--- config.mk ---
export PLATFORM = sky130hd
export DESIGN_NAME = exe_flag_stage
export DESIGN_NICKNAME = d
export VERILOG_FILES = /design/src/rtl/exe_flag_stage.sv
export SDC_FILE = /design/constraint.sdc
export NUM_CORES = 1
export LEC_CHECK = 0
export CAP_MARGIN = 5
export CORE_UTILIZATION = 43
export DETAILED_ROUTE_END_ITERATION = 6
export HOLD_SLACK_MARGIN = 0.06
export MAX_ROUTING_LAYER = met4
export PLACE_DENSITY_LB_ADDON = 0.12
export SKIP_CTS_REPAIR_TIMING = 1
export SYNTH_ARGS = -nofsm -noshare
export SYNTH_HDL_FRONTEND = slang
export SYNTH_SLANG_ARGS = --single-unit
--- constraint.sdc ---
create_clock -name clk -period 2.7 [get_ports clk]
set_clock_uncertainty 0.2 [all_clocks]
set_input_delay 0.675 -clock clk [delete_from_list [all_inputs] [get_ports clk]]
set_output_delay 0.675 -clock clk [all_outputs]
set_load 0.1 [all_outputs]
--- src/rtl/exe_flag_stage.sv ---
// EXE/MEM pipeline register with the architectural {Z,C,N,V} status register
// and the condition-code evaluator for the instruction sitting in ID.
module exe_flag_stage #(
  parameter int unsigned DATA_W = 32,
  parameter int unsigned REG_AW = 4,
  parameter bit          BYPASS = 1'b0
) (
  input  logic              clk,
  input  logic              rst_n,
  input  logic              freeze,
  input  logic              flush,
  input  logic              in_valid,
  input  logic              s_bit,
  input  logic [DATA_W-1:0] alu_out,
  input  logic [3:0]        alu_status,
  input  logic [REG_AW-1:0] dest,
  input  logic              wb_en,
  input  logic              mem_r_en,
  input  logic              mem_w_en,
  input  logic [DATA_W-1:0] store_val,
  input  logic [3:0]        cond,
  output logic [3:0]        status_q,
  output logic              c_flag,
  output logic              cond_pass,
  output logic              out_valid,
  output logic [DATA_W-1:0] out_alu,
  output logic [REG_AW-1:0] out_dest,
  output logic              out_wb_en,
  output logic              out_mem_r_en,
  output logic              out_mem_w_en,
  output logic [DATA_W-1:0] out_store_val
);

  logic       flag_we;
  logic [3:0] flags;
  logic       z, c, n, v;

  assign flag_we = in_valid & s_bit & ~freeze & ~flush;
  assign flags   = (BYPASS && flag_we) ? alu_status : status_q;
  assign {z, c, n, v} = flags;

  // ADC/SBC must always see the committed carry, never the bypassed one
  assign c_flag = status_q[2];

  // Status register: written only by a live, unstalled, unsquashed S-op
  always_ff @(posedge clk or negedge rst_n) begin
    if (!rst_n) begin
      status_q <= '0;
    end else if (flag_we) begin
      status_q <= alu_status;
    end
  end

  // EXE/MEM register: flush zeroes it, freeze holds it
  always_ff @(posedge clk or negedge rst_n) begin
    if (!rst_n) begin
      out_valid     <= 1'b0;
      out_alu       <= '0;
      out_dest      <= '0;
      out_wb_en     <= 1'b0;
      out_mem_r_en  <= 1'b0;
      out_mem_w_en  <= 1'b0;
      out_store_val <= '0;
    end else if (flush) begin
      out_valid     <= 1'b0;
      out_alu       <= '0;
      out_dest      <= '0;
      out_wb_en     <= 1'b0;
      out_mem_r_en  <= 1'b0;
      out_mem_w_en  <= 1'b0;
      out_store_val <= '0;
    end else if (!freeze) begin
      out_valid     <= in_valid;
      out_alu       <= alu_out;
      out_dest      <= dest;
      out_wb_en     <= wb_en & in_valid;
      out_mem_r_en  <= mem_r_en & in_valid;
      out_mem_w_en  <= mem_w_en & in_valid;
      out_store_val <= store_val;
    end
  end

  // Condition decode for the ID-stage instruction
  always_comb begin
    cond_pass = 1'b0;
    unique case (cond)
      4'b0000: cond_pass = z;
      4'b0001: cond_pass = ~z;
      4'b0010: cond_pass = c;
      4'b0011: cond_pass = ~c;
      4'b0100: cond_pass = n;
      4'b0101: cond_pass = ~n;
      4'b0110: cond_pass = v;
      4'b0111: cond_pass = ~v;
      4'b1000: cond_pass = c & ~z;
      4'b1001: cond_pass = ~c | z;
      4'b1010: cond_pass = (n == v);
      4'b1011: cond_pass = (n != v);
      4'b1100: cond_pass = ~z & (n == v);
      4'b1101: cond_pass = z | (n != v);
      4'b1110: cond_pass = 1'b1;
      4'b1111: cond_pass = 1'b0;
    endcase
  end

endmodule
==> run_results.csv <==
group,metric,value,unit
status,outcome,"finished with violations",
status,failed_checks,"setup timing",
global_routing,grt_pass1_vias,2553,
clocking,cts.clk_slew.worst_paths,70,ps
critical_path,cp-end-kind,"primary output",
timing,fmax,349,MHz
clocking,cts_buffers,9,
synthesis,ys_types,23,
final_layout,nNetsFinal,512,
pwr,p_leak,0.00256,µW
final_layout,multi_input_area,0.00119,mm²
timing,slew-limit-headroom,0.509,
final_layout,final_cell_mix,"87 x buf_4, 78 x clkdlybuf4s50_1, 74 x nor2_1",
clocking,clockBufferDepth,2,
critical_path,r2r_slack,1680,ps
critical_path,cp_data_arrival_time,1990,ps
timing,finalCritPeriodShare,1.06,
final_layout,n_fill_cell,548,
global_routing,track_usage,0.222,
synthesis,syn_nets,346,
critical_path,r2r_end,"status_q[2]",
final_layout,fin_area,0.00499,mm²
timing,rsz0062_at_grt,"yes",
critical_path,critPathKind,"in -> out",
floorplan,core_area,0.00691,mm²
timing,fin_crit,2870,ps
floorplan,die_area,0.00765,mm²
floorplan,die_height,87.5,µm
placement,portBuffers,162,
critical_path,critical_path.max_fanout,3,
pwr,powerDensity,672,mW/mm²
synthesis,postSynthAreaPerCell,12.0,µm²
placement,post_dp_cell_area,0.00473,mm²
global_routing,grt_pass1_wl,12300,µm
clocking,htree_levels,3,
final_layout,drive_gt1_frac,0.285,
detailed_routing,ant_nets,0,
detailed_routing,via_per_inst,4.88,
clocking,clk_latency,330,ps
critical_path,cp-start-kind,"input port",
pwr,irDropWorstVdd,0.404,mV
critical_path,cp.required,1820,ps
clocking,tritoncts,"done",
critical_path,worstRegToRegCells,1,
timing,fin_setup_tns,-169,ps
floorplan,initial_utilization,0.455,
detailed_routing,vias,2574,
timing,setup_slack,-169,ps
synthesis,ys_ff_latch,76,
placement,dp_hpwl,5510,µm
detailed_routing,dr.pass1.iters,4,
detailed_routing,wirelength,7910,µm
timing,slew_viol_final,0,
final_layout,seq_area,0.00191,mm²
final_layout,layout_commonest_cell,"buf_4",
global_routing,overflow,0,
min_path,min-delay-path-class,"in -> async",
detailed_routing,drc_errors,0,
synthesis,yosysSeqAreaShare,0.605,
placement,dp.cells,510,
timing,setup_viol,1,
timing,hold_viol,0,
synthesis,syn_inst,261,
clocking,clock-sinks,76,
final_layout,syn_to_final_growth,58.9,%
detailed_routing,drt_iter0_drc,98,
global_routing,antenna_found_initial,0,
floorplan,fp-row-count,30,
pwr,p_total,3350,µW
placement,place_congestion,0.748,
floorplan,die_w,87.5,µm
flow_run,maxCapViolations,0,
floorplan,io_pins,163,
detailed_routing,wl_per_cell,15.0,µm
synthesis,yosysWarnings,0,
clocking,root_buffer,"clkbuf_8",
synthesis,synth_area,0.00314,mm²
critical_path,worstReg2RegStart,"status_q[2]",
timing,tightest_slew,737,ps
final_layout,n_antenna_cell,0,
global_routing,grt_start_max_net_pins,73,
final_layout,stdcell_count,527,
final cells by class:
cell class / instances / share of cell area
Timing Repair Buffer: 172 / 0.308
Inverter: 3 / 0.00226
Sequential cell: 76 / 0.382
Tap cell: 96 / 0.0241
Multi-Input combinational cell: 165 / 0.239
Clock inverter: 4 / 0.0145
Clock buffer: 11 / 0.0303
logic make-up (layout without fill, tap and decap cells):
family,count (synthesis),in the layout,share of synthesized area
simple gates,80,80,0.101
flops,76,76,0.605
mux,73,73,0.238
buf+inv,20,190,0.0283
compound gates,10,10,0.0215
xor+xnor,2,2,0.00558
report_power, final:
part | switching, µW | total, µW | internal, µW
logic | 798 | 1130 | 336
registers | 51.5 | 1260 | 1210
clock network | 391 | 955 | 564
worst max-delay path, stage by stage:
cell and delay [ps]:
buf_6 100, or4b_4 520, o21ai_2 80, o221ai_2 140, a41oi_4 270, buf_12 200
how the worst max path moves through the flow:
stage / start / end / slack, ps / depth (start not counted)
CTS: cond[1] / cond_pass / -590 / 6
global route: status_q[3] / cond_pass / -210 / 5
floorplan: cond[1] / cond_pass / -190 / 4
detailed placement: cond[1] / cond_pass / -560 / 6
finish: cond[1] / cond_pass / -170 / 6
global placement: cond[1] / cond_pass / -530 / 6
stage by stage:
stage / worst slack [ps] / util / hold WS, ps
2_1_floorplan: -195 / - / 179
3_3_place_gp: -525 / 0.685 / 304
3_5_place_dp: -559 / 0.685 / 313
4_1_cts: -588 / 0.717 / 146
5_1_grt: -206 / 0.723 / 173
6_report: -169 / 0.723 / 134
cells in the mapped netlist:
library cell,count,area (µm²)
inv_1,3,11.3
a21o_1,1,7.51
o221ai_1,1,8.76
a41oi_1,1,8.76
buf_2,8,40.0
a21oi_1,2,10.0
nand3_1,1,5.00
xor2_1,1,8.76
o21ai_1,1,5.00
buf_4,1,7.51
clkbuf_1,8,30.0
and3b_1,1,8.76
a22oi_1,3,22.5
xnor2_1,1,8.76
o21ai_0,1,5.00
mux2i_1,68,681
dfrtp_1,76,1900
nor2b_2,1,8.76
mux2_2,4,45.0
nand2_1,1,3.75
nor2_1,75,282
or4b_1,1,10.0
mux4_2,1,22.5
layer usage:
metal  track usage  vias up  part of all wire
met3        0.0427       14             0.069
met5             -        -                 0
met4         0.104        0             0.022
met1         0.291     1247              0.44
li1              -     1208                 -
met2         0.333      105              0.47
sequential cells by signal (all words and copies together), names as in the netlist:
register	cells
out_wb_en	1
out_mem_r_en	1
out_mem_w_en	1
out_store_val	32
status_q	4
out_valid	1
out_dest	4
out_alu	32
Power figures use the tool's default switching activity.
